--- config.mk ---
export PLATFORM = sky130hd
export DESIGN_NAME = keypad_scan_flat
export DESIGN_NICKNAME = d
export VERILOG_FILES = /design/src/rtl/keypad_scan_pkg.sv /design/src/rtl/keypad_scan_if.sv /design/src/rtl/keypad_debounce.sv /design/src/rtl/keypad_scan.sv /design/src/flat_wrapper.sv
export SDC_FILE = /design/constraint.sdc
export NUM_CORES = 1
export LEC_CHECK = 0
export BUFFER_PORTS_ARGS = -buffer_cell sky130_fd_sc_hd__buf_2
export CORE_ASPECT_RATIO = 1.1
export CORE_MARGIN = 10
export CORE_UTILIZATION = 57
export CTS_BUF_LIST = sky130_fd_sc_hd__clkbuf_8 sky130_fd_sc_hd__clkbuf_16
export DETAILED_ROUTE_END_ITERATION = 12
export PLACE_DENSITY = 0.78
export SLEW_MARGIN = 25
export SYNTH_ARGS = -nofsm -noshare
export SYNTH_HDL_FRONTEND = slang
export SYNTH_SLANG_ARGS = --single-unit
--- constraint.sdc ---
create_clock -name clk -period 3.74 [get_ports clk]
set_clock_uncertainty 0.05 [all_clocks]
set_input_delay 0.748 -clock clk [delete_from_list [all_inputs] [get_ports clk]]
set_output_delay 0.748 -clock clk [all_outputs]
set_load 0.01 [all_outputs]
--- src/rtl/keypad_scan_pkg.sv ---
// Shared definitions for the keypad scanner: FSM state encoding,
// default timing parameters and a small index helper.
package keypad_scan_pkg;

    typedef enum logic [1:0] {
        ST_SCAN     = 2'd0,
        ST_DEBOUNCE = 2'd1,
        ST_HELD     = 2'd2,
        ST_RELEASE  = 2'd3
    } scan_state_t;

    localparam int DEF_SCAN_DIV     = 300000;
    localparam int DEF_DEB_TICKS    = 4;
    localparam int DEF_REPEAT_TICKS = 100;

    localparam logic [3:0] COL_RESET = 4'b1110;

    // Index of the lowest-numbered bit that is low (0 when none is low).
    function automatic logic [1:0] lowest_low(input logic [3:0] bits_n);
        lowest_low = 2'd0;
        for (int i = 3; i >= 0; i--) begin
            if (!bits_n[i]) begin
                lowest_low = 2'(i);
            end
        end
    endfunction

endpackage

--- src/rtl/keypad_scan_if.sv ---
// Consumer-side bundle of the keypad scanner: assembled byte with
// valid/ready handshake, live preview of the byte being typed and
// the overrun pulse.
interface keypad_scan_if;

    logic [7:0] data_out;
    logic       data_valid;
    logic       data_ready;
    logic [7:0] preview;
    logic       overrun;

    modport master (
        output data_out,
        output data_valid,
        input  data_ready,
        output preview,
        output overrun
    );

    modport slave (
        input  data_out,
        input  data_valid,
        output data_ready,
        input  preview,
        input  overrun
    );

endinterface

--- src/rtl/keypad_debounce.sv ---
// Row synchronizer plus debounce counter. The counter measures how many
// consecutive scan ticks the selected row has held the wanted level and
// flags the tick on which that run reaches DEB_TICKS.
module keypad_debounce
    import keypad_scan_pkg::*;
#(
    parameter int DEB_TICKS = DEF_DEB_TICKS
) (
    input  logic       clk,
    input  logic       rst,
    input  logic [3:0] row_n,
    input  logic       tick,
    input  logic       clear,
    input  logic [1:0] sel_row,
    input  logic       want_low,
    output logic [3:0] row_sync_n,
    output logic       done
);

    localparam int             CW   = (DEB_TICKS > 1) ? $clog2(DEB_TICKS) : 1;
    localparam logic [CW-1:0]  LAST = CW'(DEB_TICKS - 1);

    logic [3:0]    meta_q;
    logic [3:0]    sync_q;
    logic [CW-1:0] cnt_d;
    logic [CW-1:0] cnt_q;
    logic          level_ok;

    assign row_sync_n = sync_q;
    assign level_ok   = want_low ? ~sync_q[sel_row] : sync_q[sel_row];

    // Count consecutive ticks at the wanted level; a wrong-level tick restarts the run.
    always_comb begin
        cnt_d = cnt_q;
        done  = 1'b0;
        if (clear) begin
            cnt_d = '0;
        end else if (tick) begin
            if (!level_ok) begin
                cnt_d = '0;
            end else if (cnt_q == LAST) begin
                cnt_d = '0;
                done  = 1'b1;
            end else begin
                cnt_d = cnt_q + 1'b1;
            end
        end
    end

    // Two-flop synchronizer for the asynchronous rows, idle level is released (high).
    always_ff @(posedge clk or negedge rst) begin
        if (!rst) begin
            meta_q <= 4'hF;
            sync_q <= 4'hF;
            cnt_q  <= '0;
        end else begin
            meta_q <= row_n;
            sync_q <= meta_q;
            cnt_q  <= cnt_d;
        end
    end

endmodule

--- src/rtl/keypad_scan.sv ---
// 4x4 keypad scanner: column scan, press/release debounce FSM and
// two-nibble byte assembly with a valid/ready output.
// Optional feature: define KEYPAD_REPEAT_EN to re-accept a held key
// every REPEAT_TICKS scan ticks.
module keypad_scan
    import keypad_scan_pkg::*;
#(
    parameter int SCAN_DIV     = DEF_SCAN_DIV,
    parameter int DEB_TICKS    = DEF_DEB_TICKS,
    parameter int REPEAT_TICKS = DEF_REPEAT_TICKS
) (
    input  logic             clk,
    input  logic             rst,
    input  logic [3:0]       row_n,
    output logic [3:0]       col_n,
    keypad_scan_if.master    bus
);

    localparam int            PW    = (SCAN_DIV > 1) ? $clog2(SCAN_DIV) : 1;
    localparam logic [PW-1:0] PLAST = PW'(SCAN_DIV - 1);

    if (SCAN_DIV < 1 || DEB_TICKS < 1 || REPEAT_TICKS < 1) begin : g_bad_param
        $error("keypad_scan: SCAN_DIV, DEB_TICKS and REPEAT_TICKS must be at least 1");
    end

    scan_state_t   state_d, state_q;
    logic [PW-1:0] pre_d, pre_q;
    logic [3:0]    col_d, col_q;
    logic [1:0]    row_d, row_q;
    logic [1:0]    ccol_d, ccol_q;
    logic          phase_d, phase_q;
    logic [7:0]    preview_d, preview_q;
    logic [7:0]    data_out_d, data_out_q;
    logic          data_valid_d, data_valid_q;
    logic          load_d, load_q;
    logic          overrun_d, overrun_q;
    logic          tick;
    logic          accept;
    logic          deb_done;
    logic [3:0]    row_sync_n;
    logic          cap_high;
    logic          busy;
    logic          handshake;
    logic [3:0]    key;
`ifdef KEYPAD_REPEAT_EN
    localparam int            RW       = (REPEAT_TICKS > 1) ? $clog2(REPEAT_TICKS) : 1;
    localparam logic [RW-1:0] REP_LAST = RW'(REPEAT_TICKS - 1);
    logic [RW-1:0] rep_d, rep_q;
`endif

    assign tick      = (pre_q == PLAST);
    assign pre_d     = tick ? '0 : pre_q + 1'b1;
    assign cap_high  = row_sync_n[row_q];
    assign key       = {row_q, ccol_q};
    assign handshake = data_valid_q & bus.data_ready;
    assign busy      = data_valid_q & ~bus.data_ready;

    assign col_n          = col_q;
    assign bus.data_out   = data_out_q;
    assign bus.data_valid = data_valid_q;
    assign bus.preview    = preview_q;
    assign bus.overrun    = overrun_q;

    keypad_debounce #(
        .DEB_TICKS (DEB_TICKS)
    ) u_debounce (
        .clk        (clk),
        .rst        (rst),
        .row_n      (row_n),
        .tick       (tick),
        .clear      ((state_q == ST_SCAN) || (state_q == ST_HELD)),
        .sel_row    (row_q),
        .want_low   (state_q != ST_RELEASE),
        .row_sync_n (row_sync_n),
        .done       (deb_done)
    );

    // Scan/debounce FSM next state; everything advances only on scan ticks.
    always_comb begin
        state_d = state_q;
        col_d   = col_q;
        row_d   = row_q;
        ccol_d  = ccol_q;
        accept  = 1'b0;
`ifdef KEYPAD_REPEAT_EN
        rep_d   = (state_q == ST_HELD) ? rep_q : '0;
`endif
        if (tick) begin
            case (state_q)
                ST_SCAN: begin
                    if (row_sync_n != 4'hF) begin
                        row_d   = lowest_low(row_sync_n);
                        ccol_d  = lowest_low(col_q);
                        state_d = ST_DEBOUNCE;
                    end else begin
                        col_d = {col_q[2:0], col_q[3]};
                    end
                end
                ST_DEBOUNCE: begin
                    if (cap_high) begin
                        state_d = ST_SCAN;
                    end else if (deb_done) begin
                        accept  = 1'b1;
                        state_d = ST_HELD;
                    end
                end
                ST_HELD: begin
                    if (cap_high) begin
                        state_d = ST_RELEASE;
                    end
`ifdef KEYPAD_REPEAT_EN
                    else if (rep_q == REP_LAST) begin
                        accept = 1'b1;
                        rep_d  = '0;
                    end else begin
                        rep_d = rep_q + 1'b1;
                    end
`endif
                end
                ST_RELEASE: begin
                    if (!cap_high) begin
                        state_d = ST_HELD;
                    end else if (deb_done) begin
                        state_d = ST_SCAN;
                        col_d   = {col_q[2:0], col_q[3]};
                    end
                end
                default: state_d = ST_SCAN;
            endcase
        end
    end

    // Byte assembly: the handshake is resolved before a same-cycle key is judged.
    always_comb begin
        preview_d    = preview_q;
        phase_d      = phase_q;
        load_d       = 1'b0;
        overrun_d    = 1'b0;
        data_out_d   = load_q ? preview_q : data_out_q;
        data_valid_d = load_q ? 1'b1 : (handshake ? 1'b0 : data_valid_q);
        if (accept) begin
            if (busy) begin
                overrun_d = 1'b1;
            end else if (!phase_q) begin
                preview_d = {key, 4'h0};
                phase_d   = 1'b1;
            end else begin
                preview_d = {preview_q[7:4], key};
                phase_d   = 1'b0;
                load_d    = 1'b1;
            end
        end
    end

    // State and output registers with asynchronous active-low reset.
    always_ff @(posedge clk or negedge rst) begin
        if (!rst) begin
            state_q      <= ST_SCAN;
            pre_q        <= '0;
            col_q        <= COL_RESET;
            row_q        <= 2'd0;
            ccol_q       <= 2'd0;
            phase_q      <= 1'b0;
            preview_q    <= 8'h00;
            data_out_q   <= 8'h00;
            data_valid_q <= 1'b0;
            load_q       <= 1'b0;
            overrun_q    <= 1'b0;
`ifdef KEYPAD_REPEAT_EN
            rep_q        <= '0;
`endif
        end else begin
            state_q      <= state_d;
            pre_q        <= pre_d;
            col_q        <= col_d;
            row_q        <= row_d;
            ccol_q       <= ccol_d;
            phase_q      <= phase_d;
            preview_q    <= preview_d;
            data_out_q   <= data_out_d;
            data_valid_q <= data_valid_d;
            load_q       <= load_d;
            overrun_q    <= overrun_d;
`ifdef KEYPAD_REPEAT_EN
            rep_q        <= rep_d;
`endif
        end
    end

endmodule
--- src/flat_wrapper.sv ---
// flat-port wrapper written by rule: the top's interface ports become plain ports
module keypad_scan_flat import keypad_scan_pkg::*;
#(
    parameter int SCAN_DIV     = DEF_SCAN_DIV,
    parameter int DEB_TICKS    = DEF_DEB_TICKS,
    parameter int REPEAT_TICKS = DEF_REPEAT_TICKS
)
  (clk, rst, row_n, col_n, bus_data_out, bus_data_valid, bus_data_ready, bus_preview, bus_overrun);
  keypad_scan_if bus_i ();
  input  logic clk;
  input  logic rst;
  input  logic [3:0] row_n;
  output logic [3:0] col_n;
  output wire logic [$bits(bus_i.data_out)-1:0] bus_data_out;
  output wire logic [$bits(bus_i.data_valid)-1:0] bus_data_valid;
  input wire logic [$bits(bus_i.data_ready)-1:0] bus_data_ready;
  output wire logic [$bits(bus_i.preview)-1:0] bus_preview;
  output wire logic [$bits(bus_i.overrun)-1:0] bus_overrun;
  assign bus_data_out = bus_i.data_out;
  assign bus_data_valid = bus_i.data_valid;
  assign bus_i.data_ready = bus_data_ready;
  assign bus_preview = bus_i.preview;
  assign bus_overrun = bus_i.overrun;
  keypad_scan #(.SCAN_DIV(SCAN_DIV), .DEB_TICKS(DEB_TICKS), .REPEAT_TICKS(REPEAT_TICKS)) u_core (.clk(clk), .rst(rst), .row_n(row_n), .col_n(col_n), .bus(bus_i));
endmodule
# After elaboration in Yosys (flattened, before gate mapping)
# Index checks and enable logic that the tools add are counted.
dict set report totals {
  reg_bits 59
  mem_bits_ro 0
  ramBits 0
  memories 0
  input_bits 7
  latch_bits 0
}
dict set report op_classes {
  n_mul 0
  shifts 0
  reduce_logical 10
  eq_ne 14
  n_mux 44
  bitwise 6
  magnitude_cmp 1
  addsub 2
  n_div 0
}
# cell count
set op_table {}
lappend op_table {{2-bit 2-to-1 mux} 18}
lappend op_table {{19-bit by 1-bit adder with 19-bit output (second input constant)} 1}
lappend op_table {{19-bit == test (second input constant)} 1}
lappend op_table {{19-bit 2-to-1 mux} 1}
lappend op_table {{1-bit 2-to-1 mux} 18}
lappend op_table {{4-bit 2-to-1 mux} 4}
lappend op_table {{5-bit AND reduction} 2}
lappend op_table {{2-bit one-hot mux with 4 select lines} 1}
lappend op_table {{4-bit one-hot mux with 2 select lines} 1}
lappend op_table {{2-bit == test (second input constant)} 3}
lappend op_table {{2-bit by 1-bit inequality test with 1-bit output (second input constant)} 3}
lappend op_table {{2-bit inequality test (second input constant)} 3}
lappend op_table {{3-bit AND reduction} 2}
lappend op_table {{2-bit nonzero test} 3}
lappend op_table {{4-bit inequality test (second input constant)} 1}
lappend op_table {{1-bit NOT} 4}
lappend op_table {{2-bit by 3-bit less-than comparator with 1-bit output (second input constant)} 1}
lappend op_table {{3-bit by 1-bit inequality test with 1-bit output (second input constant)} 1}
lappend op_table {{3-bit by 2-bit inequality test with 1-bit output (second input constant)} 1}
lappend op_table {{2-bit by 1-bit adder with 2-bit output (second input constant)} 1}
lappend op_table {{1-bit AND} 2}
lappend op_table {{1-bit binary-select mux with 2-bit select} 1}
lappend op_table {{2-bit by 1-bit == test with 1-bit output (second input constant)} 1}
lappend op_table {{2-bit zero test} 1}
lappend op_table {{other kinds (2)} 2}

# Longest topological paths before layout
# Gate-level depths: netlist (run 1).
dict set report depth {
  ltp_word 12
  mapped_depth 8
  ltp_nobuf 6
}

# Hierarchy
# From an unflattened synthesis (run 1), not the netlist that was laid out.
dict set report hier_totals {
  hier_cells 215
  hier_area_um2 2670.1
}
# module area_each_um2 seq_area_each_um2 cells_each instances
set by_module_without_submodules {}
lappend by_module_without_submodules {keypad_scan 2307.2 1229.9 193 1}
lappend by_module_without_submodules {keypad_debounce 362.8 260.2 22 1}

# Least setup slack after synthesis (run 1)
# Ideal clock, no wire load.
dict set report synth_timing {
  path_type {reg2reg}
  start {register u_core.row_q[0]}
  end {register u_core.preview_q[0] (netlist: u_core.bus.preview[0])}
  slack_ps 1123
  setup_time_ps 79
  path_stages_with_launch 8
  arrival_ps 2488
  period_less_slack_ps 2617
  cell_sequence {dfrtp_1 mux4_2 ha_1 or2b_1 nor4_1 and3_1 buf_2 mux2i_1}
}
dict set report synth_between {
  elab_chain_len 12
}
# item line
set synth_rtl {}
lappend synth_rtl {{from (decl)} keypad_scan.sv:29} ;# logic [1:0] row_d, row_q;
lappend synth_rtl {{from (signal assigned)} keypad_scan.sv:176} ;# row_q <= row_d;
lappend synth_rtl {{1-bit binary-select mux with 2-bit select *} {keypad_debounce.sv:30, keypad_scan.sv:53}}
lappend synth_rtl {{1-bit 2-to-1 mux (not written as such) *} {keypad_debounce.sv:30, keypad_scan.sv:53}}
lappend synth_rtl {{1-bit NOT} keypad_debounce.sv:30} ;# assign level_ok = want_low ? ~sync_q[sel_row] : sync_q[sel_row];
lappend synth_rtl {{1-bit 2-to-1 mux} keypad_debounce.sv:30}
lappend synth_rtl {{1-bit 2-to-1 mux} keypad_debounce.sv:39} ;# if (!level_ok) begin
lappend synth_rtl {{1-bit 2-to-1 mux} keypad_debounce.sv:38} ;# end else if (tick) begin
lappend synth_rtl {{1-bit 2-to-1 mux} keypad_debounce.sv:36} ;# if (clear) begin
lappend synth_rtl {{1-bit 2-to-1 mux} keypad_scan.sv:102} ;# end else if (deb_done) begin
lappend synth_rtl {{1-bit 2-to-1 mux *} keypad_scan.sv:100} ;# if (cap_high) begin
lappend synth_rtl {{1-bit 2-to-1 mux *} keypad_scan.sv:89} ;# case (state_q)
lappend synth_rtl {{1-bit 2-to-1 mux *} keypad_scan.sv:88} ;# if (tick) begin
lappend synth_rtl {{2-bit AND reduction (no source line) *} -}
lappend synth_rtl {{to (signal assigned)} keypad_scan.sv:179} ;# preview_q <= preview_d;
lappend synth_rtl {{to (decl)} keypad_scan.sv:32} ;# logic [7:0] preview_d, preview_q;
# Mark *: on every way between the ends. The rest lies on a longest branch, timed or not. The select of a mux whose other input is x is not followed.
# A chain may end at the register's enable or synchronous reset.

# Worst setup path in the final report (run 1)
dict set report layout_timing {
  start {register u_core.row_q[0]}
  end {register u_core.preview_q[1] (netlist: u_core.bus.preview[1])}
}
# The elaborated chain is that of the path after synthesis.

==> results of run 1 <==
==> synthesized netlist by cell type (2+ instances only) <==
cell type | n | area, µm²
sky130_fd_sc_hd__ha_1 | 3 | 37.5
sky130_fd_sc_hd__dfrtp_1 | 48 | 1200
sky130_fd_sc_hd__nor2b_1 | 3 | 18.8
sky130_fd_sc_hd__nand4_1 | 8 | 50.1
sky130_fd_sc_hd__dfstp_2 | 11 | 289
sky130_fd_sc_hd__xnor2_1 | 13 | 114
sky130_fd_sc_hd__mux2i_1 | 8 | 80.1
sky130_fd_sc_hd__and4_1 | 2 | 17.5
sky130_fd_sc_hd__clkbuf_1 | 2 | 7.51
sky130_fd_sc_hd__o21ai_0 | 6 | 30.0
sky130_fd_sc_hd__nor4_1 | 3 | 18.8
sky130_fd_sc_hd__nor3_1 | 8 | 40.0
sky130_fd_sc_hd__xor2_1 | 2 | 17.5
sky130_fd_sc_hd__nand2_1 | 16 | 60.1
sky130_fd_sc_hd__nand2b_1 | 2 | 12.5
sky130_fd_sc_hd__nand3_1 | 10 | 50.1
sky130_fd_sc_hd__mux2_2 | 18 | 203
sky130_fd_sc_hd__a21oi_1 | 4 | 20.0
sky130_fd_sc_hd__and3_1 | 4 | 25.0
sky130_fd_sc_hd__nor2_1 | 16 | 60.1
sky130_fd_sc_hd__a211oi_1 | 2 | 15.0
sky130_fd_sc_hd__a41oi_1 | 2 | 17.5
sky130_fd_sc_hd__inv_1 | 10 | 37.5
==> metal layers <==
layer  vias up  GRT usage  share of wire
met5         -          0              0
met3        13     0.0465          0.061
met4         0     0.0810          0.026
met2        51      0.210           0.46
li1        871          -              -
met1       856      0.167           0.45
==> state kept, by name, indices dropped and copies added, names as in the netlist, named ones only <==
register	cells
u_core.bus.data_valid	1
u_core.bus.data_out	8
u_core.phase_q	1
u_core.u_debounce.meta_q	4
u_core.pre_q	19
u_core.bus.overrun	1
u_core.u_debounce.cnt_q	2
u_core.bus.preview	8
u_core.state_q	1
u_core.col_n	4
u_core.u_debounce.row_sync_n	4
u_core.ccol_q	2
u_core.row_q	2
u_core.load_q	1
==> area by class of cell <==
cell class,count,area [µm²]
Tap cell,54,67.6
Inverter,10,37.5
Timing Repair Buffer,29,148
Clock buffer,10,138
Sequential cell,59,1490
Fill cell,338,1370
Clock inverter,6,56.3
Multi-Input combinational cell,149,1070
==> critical path, stage by stage (launching register included) <==
cell and delay (ns):
sky130_fd_sc_hd__dfrtp_1 0.43, sky130_fd_sc_hd__mux4_2 0.63, sky130_fd_sc_hd__ha_1 0.37, sky130_fd_sc_hd__or2b_1 0.26, sky130_fd_sc_hd__nor4_1 0.50, sky130_fd_sc_hd__and3_1 0.41
sky130_fd_sc_hd__mux2i_1 0.22
==> through the flow <==
step	area [µm²]	setup slack [ns]
global placement	2820	0.923
finish	3010	0.795
global route	3010	0.565
detailed placement	2820	0.827
floorplan	2630	1.12
CTS	3010	0.806
==> cells by family after synthesis <==
group | share of synthesized area
AOI/OAI and AO/OA | 0.0475
xor gates and xnor gates | 0.0499
adders and majority gates | 0.0143
buffers and inverters | 0.0261
DFF | 0.566
muxes | 0.116
and+or+nand+nor | 0.180
==> power groups by stage <==
stage          Combinational, mW  Clock [mW]  Sequential, mW
2_1_floorplan            0.00534           0           0.660
3_3_place_gp              0.0219           0           0.660
3_5_place_dp              0.0222           0           0.660
4_1_cts                   0.0222       0.566           0.649
5_1_grt                   0.0252       0.599           0.649
6_report                  0.0210       0.559           0.649
==> how the worst max path moves through the flow <==
stage                                              endpoint  cells after the start
final                     u_core.bus.preview[1]$_DFFE_PN0P_                      6
after global routing      u_core.bus.preview[0]$_DFFE_PN0P_                      6
after CTS                 u_core.bus.preview[1]$_DFFE_PN0P_                      6
after detailed placement  u_core.bus.preview[0]$_DFFE_PN0P_                      6
after global placement    u_core.bus.preview[0]$_DFFE_PN0P_                      6
after floorplan           u_core.bus.preview[0]$_DFFE_PN0P_                      7
==> impl_metrics.toml, run 1 <==
[clock_network]
cts_made_buffers = 9
cts-htree-levels = 3
cts_repair_resize_count = 0
tritoncts = "yes"
clk_path_buf_depth = 2
post_cts_hold_buffer_count = 0
clk_pin_slew_worst_paths_ns = 0.06
clk_latency_ns = 0.33
post-cts-setup-buffers = 0
root_buffer = "sky130_fd_sc_hd__clkbuf_8"
clock_sinks = 59

[power]
p_comb_frac = 0.017
power.share.switching = 0.209
cell_internal_pwr_mw = 0.972
power.leakage_nw = 1.40
cellPowerDensity_nw_per_um2 = 408
ir_drop_v = 0.000348
p_clk_frac = 0.455
p_switching_mw = 0.257
report.power.total_mw = 1.23
pwr-share-seq = 0.528

[finish]
final_util = 0.687
final_nets = 268
post_layout_nonfiller_instances = 317
antenna_cells_inserted = 0
mostFrequentLayoutCell = "sky130_fd_sc_hd__dfrtp_1"
flow.area_growth_from_synthesis_pct = 14.4
drive_gt1_frac = 0.300
layout_common_cells = "sky130_fd_sc_hd__dfrtp_1 (48), sky130_fd_sc_hd__buf_2 (28), sky130_fd_sc_hd__mux2_2 (18), sky130_fd_sc_hd__nand2_1 (16), sky130_fd_sc_hd__nor2_1 (16)"

[synth]
syn_nets = 233
postSynthCellCount = 223
yosys.cell_types.count = 45
synth_flop_cell = "sky130_fd_sc_hd__dfrtp_1"
synth.avg_cell_area_um2 = 11.8
synth_area_um2 = 2630
synth.yosys.seq_area_share = 0.566
synthArstFlopShare = 1.00
synth.ff_latch_count = 59
synth.yosys.warnings = 0
synth_enable_flop_cells = 0

[hold_path]
worst_hold_path.num_cells = 0
timing.hold.worst_endpoint = "u_core.u_debounce.row_sync_n[1]$_DFF_PN1_"
hold_path.startpoint = "u_core.u_debounce.meta_q[1]$_DFF_PN1_"
hp-class = "flop to flop"

[detailed_routing]
wl_per_cell_um = 15.3
first_pass_iters = 6
route.final.wire_length_um = 4840
vias_per_cell = 5.65
drt_drc_violations_left = 0
ant_nets = 0
drt_iter0_markers = 130
vias = 1791

[critical_path]
critical_path_arrival_ns = 3.15
timing.rr.end = "u_core.bus.preview[1]$_DFFE_PN0P_"
setup.worst_path.start = "u_core.row_q[0]$_DFFE_PN0P_"
reg2regPathDepth = 6
timing.rr.start = "u_core.row_q[0]$_DFFE_PN0P_"
kind_of_capture_point_of_the_worst_setup_path = "flop"
reg2reg_slack_ns = 0.79
endpoint_required_time_on_the_critical_path_ns = 3.95
crit_fanout = 8
crit_path_start_kind = "flop"
critPathKind = "flop to flop"

[status]
status = "finished, final reports clean"

[global_routing]
grt_util_all_layers = 0.138
grt_antenna_before_repair = 0
grt_start_max_net_pins = 34
grt_pass1_wl_um = 8780
first_global_vias = 1876
grt.overflow.total = 0

[flow_run]
max-cap-violations = 0

[timing]
timing_worst_slew_pin_value_ns = 0.792
slew-limit-headroom = 0.470
maxSlewViolCount = 0
finalWorstPathRequiredPeriod_ns = 2.95
max_frequency_mhz = 340
setup_viol_count_final = 0
final.setup.tns_ns = 0
hold_violations = 0
rsz0062_at_grt = "no"
timing.hold.ws_ns = 0.305
layout_worst_path_cycle_share = 0.787

[die]
die_height_um = 91.3
dieWidth_um = 84.8
floorplan.die_area_um2 = 7740
core_region_area_um2 = 4380
io_pins = 29
initial_utilization = 0.601
floorplan.rows = 25

[placed_design]
gp_congestion = 0.890
dp_hpwl_um = 3550
portBuffers = 28
dp_cells = 301
No activity file was read; power rests on OpenSTA's default activity.
==> inputs of run 2 (changes only) <==
==> constraint.sdc (replaced) <==
create_clock -name clk -period 2.74 [get_ports clk]
set_clock_uncertainty 0.05 [all_clocks]
set_input_delay 0.548 -clock clk [delete_from_list [all_inputs] [get_ports clk]]
set_output_delay 0.548 -clock clk [all_outputs]
set_load 0.01 [all_outputs]
==> run 2 against run 1 <==
Effect of this change:
- fmax is 13% higher
- combinational power rose by 55%
- clock-buffer cell count is the same
- largest cell class unchanged
- sequential share of layout area fell by 1.6 points
- die area did not move
- cell area up 3.2%
- worst hold slack got worse by 0.11 ns
- critical path depth stayed put
- critical endpoint is now u_core.col_n[0]$_DFFE_PN0P_
- routed wire length up 1.7%
==> impl_metrics.toml, run 2 (same netlist as run 1, synthesis figures left out) <==
[status]
status = "finished, final reports clean"

[finish]
layout_common_cells = "sky130_fd_sc_hd__dfrtp_1 (48), sky130_fd_sc_hd__buf_2 (28), sky130_fd_sc_hd__mux2_2 (18), sky130_fd_sc_hd__nand2_1 (16), sky130_fd_sc_hd__nor2_1 (16)"
antenna_cells_inserted = 0
flow.area_growth_from_synthesis_pct = 18.1
final_util = 0.710
area_of_the_multi_input_gates_um2 = 1080
design_area_um2 = 3110
largest_register_ff_count = 19
mostFrequentLayoutCell = "sky130_fd_sc_hd__dfrtp_1"
regArea_um2 = 1490
final_nets = 272
layout.filler_cells = 322
post_layout_nonfiller_instances = 321
drive_gt1_frac = 0.318
register_with_the_most_flip_flops = "u_core.pre_q"

[timing]
final.setup.tns_ns = 0
setup_viol_count_final = 0
max_frequency_mhz = 383
hold_violations = 0
slew-limit-headroom = 0.554
maxSlewViolCount = 0
layout_worst_path_cycle_share = 0.954
finalWorstPathRequiredPeriod_ns = 2.61
final.setup.worst_slack_ns = 0.127
timing_worst_slew_pin_value_ns = 0.668

[critical_path]
critPathKind = "flop to flop"
crit_path_start_kind = "flop"
crit_fanout = 4
kind_of_capture_point_of_the_worst_setup_path = "flop"
critical_path_arrival_ns = 2.79
endpoint_required_time_on_the_critical_path_ns = 2.91

[die]
io_pins = 29
dieWidth_um = 84.8
core_region_area_um2 = 4380
die_height_um = 91.3
floorplan.rows = 25
floorplan.die_area_um2 = 7740
initial_utilization = 0.601

[detailed_routing]
route.final.wire_length_um = 4920
vias_per_cell = 5.56
ant_nets = 0
first_pass_iters = 4
wl_per_cell_um = 15.3
vias = 1784
drt_drc_violations_left = 0
drt_iter0_markers = 194

[clock_network]
clk_pin_slew_worst_paths_ns = 0.06
clk_latency_ns = 0.33
tritoncts = "yes"
root_buffer = "sky130_fd_sc_hd__clkbuf_8"
cts_made_buffers = 9
clk_path_buf_depth = 2
cts-htree-levels = 3
clock_sinks = 59
post_cts_hold_buffer_count = 0

[global_routing]
grt.overflow.total = 0
grt_util_all_layers = 0.137
first_global_vias = 1874
grt_start_max_net_pins = 31
grt_antenna_before_repair = 0
grt_pass1_wl_um = 8850

[placed_design]
portBuffers = 28
dp_hpwl_um = 3560
preCtsSetupSlack_ns = 0.102
gp_congestion = 0.846
postPlaceCellArea_um2 = 2860
dp_cells = 305

[hold_path]
hp-class = "input port to async pin"

[power]
power.leakage_nw = 1.44
ir_drop_v = 0.000604
cellPowerDensity_nw_per_um2 = 601

[flow_run]
max-cap-violations = 0
run 2: cell types whose count changed in the layout (fill, tap and decap cells not counted), sizes merged:
cell / delta
buf: +4
bufinv: +2
clkinv: -1
clkinvlp: -1
run 2: worst max-delay path, cell delays in order, from the launching register on:
cell and delay [ns]:
sky130_fd_sc_hd__dfrtp_1 0.42, sky130_fd_sc_hd__mux4_2 0.54, sky130_fd_sc_hd__ha_1 0.34, sky130_fd_sc_hd__and3b_1 0.28, sky130_fd_sc_hd__nand3_1 0.11, sky130_fd_sc_hd__a211oi_2 0.40, sky130_fd_sc_hd__mux2_2 0.38
run 2: final timing paths:
check | from | endpoint | slack (ns) | cells past startpoint
worst max-delay path | u_core.row_q[0]$_DFFE_PN0P_ | u_core.col_n[0]$_DFFE_PN0P_ | 0.13 | 6
worst min-delay path | rst | u_core.pre_q[14]$_DFF_PN0_ | 0.20 | 1
worst max register to register | u_core.row_q[0]$_DFFE_PN0P_ | u_core.col_n[0]$_DFFE_PN0P_ | 0.13 | 6
worst min register to register | u_core.u_debounce.meta_q[0]$_DFF_PN1_ | u_core.u_debounce.row_sync_n[0]$_DFF_PN1_ | 0.31 | 0
max in group asynchronous | rst | u_core.row_q[0]$_DFFE_PN0P_ | 1.86 | 2
min in group clk | row_n[0] | u_core.u_debounce.meta_q[0]$_DFF_PN1_ | 0.26 | 1
run 2: cell type report:
cell class,count,area share
multi-input cells,149,0.348
inverters,10,0.0121
clock buffers,10,0.0443
well taps,54,0.0217
clock inverters,6,0.0334
flip-flops and latches,59,0.479
repair buffers,33,0.0612
run 2: routing by layer:
| layer | global-route usage | share of wire | vias up | wire, µm |
|---|---|---|---|---|
| met5 | 0 | 0 | - | 0 |
| li1 | - | - | 866 | - |
| met2 | 0.211 | 0.46 | 44 | 2290 |
| met3 | 0.0447 | 0.065 | 7 | 321 |
| met4 | 0.0632 | 0.012 | 0 | 57 |
| met1 | 0.169 | 0.46 | 867 | 2260 |
run 2: repair_timing:
action                     4_1_cts  5_1_grt
setup endpoints to repair        0        9
buffers inserted                 0        0
resized for setup                0        2
run 2: power by group:
part / switching, mW / total (mW) / internal [mW]
logic: 0.0220 / 0.0326 / 0.0106
clock network: 0.325 / 0.947 / 0.622
registers: 0.00430 / 0.887 / 0.882
total: 0.351 / 1.87 / 1.52
run 2: per-stage QoR:
| step | total power [mW] | hold WS, ns |
|---|---|---|
| 2_1_floorplan | 0.908 | 0.202 |
| 3_3_place_gp | 0.934 | 0.295 |
| 3_5_place_dp | 0.936 | 0.299 |
| 4_1_cts | 1.88 | 0.220 |
| 5_1_grt | 1.94 | 0.232 |
| 6_report | 1.87 | 0.195 |
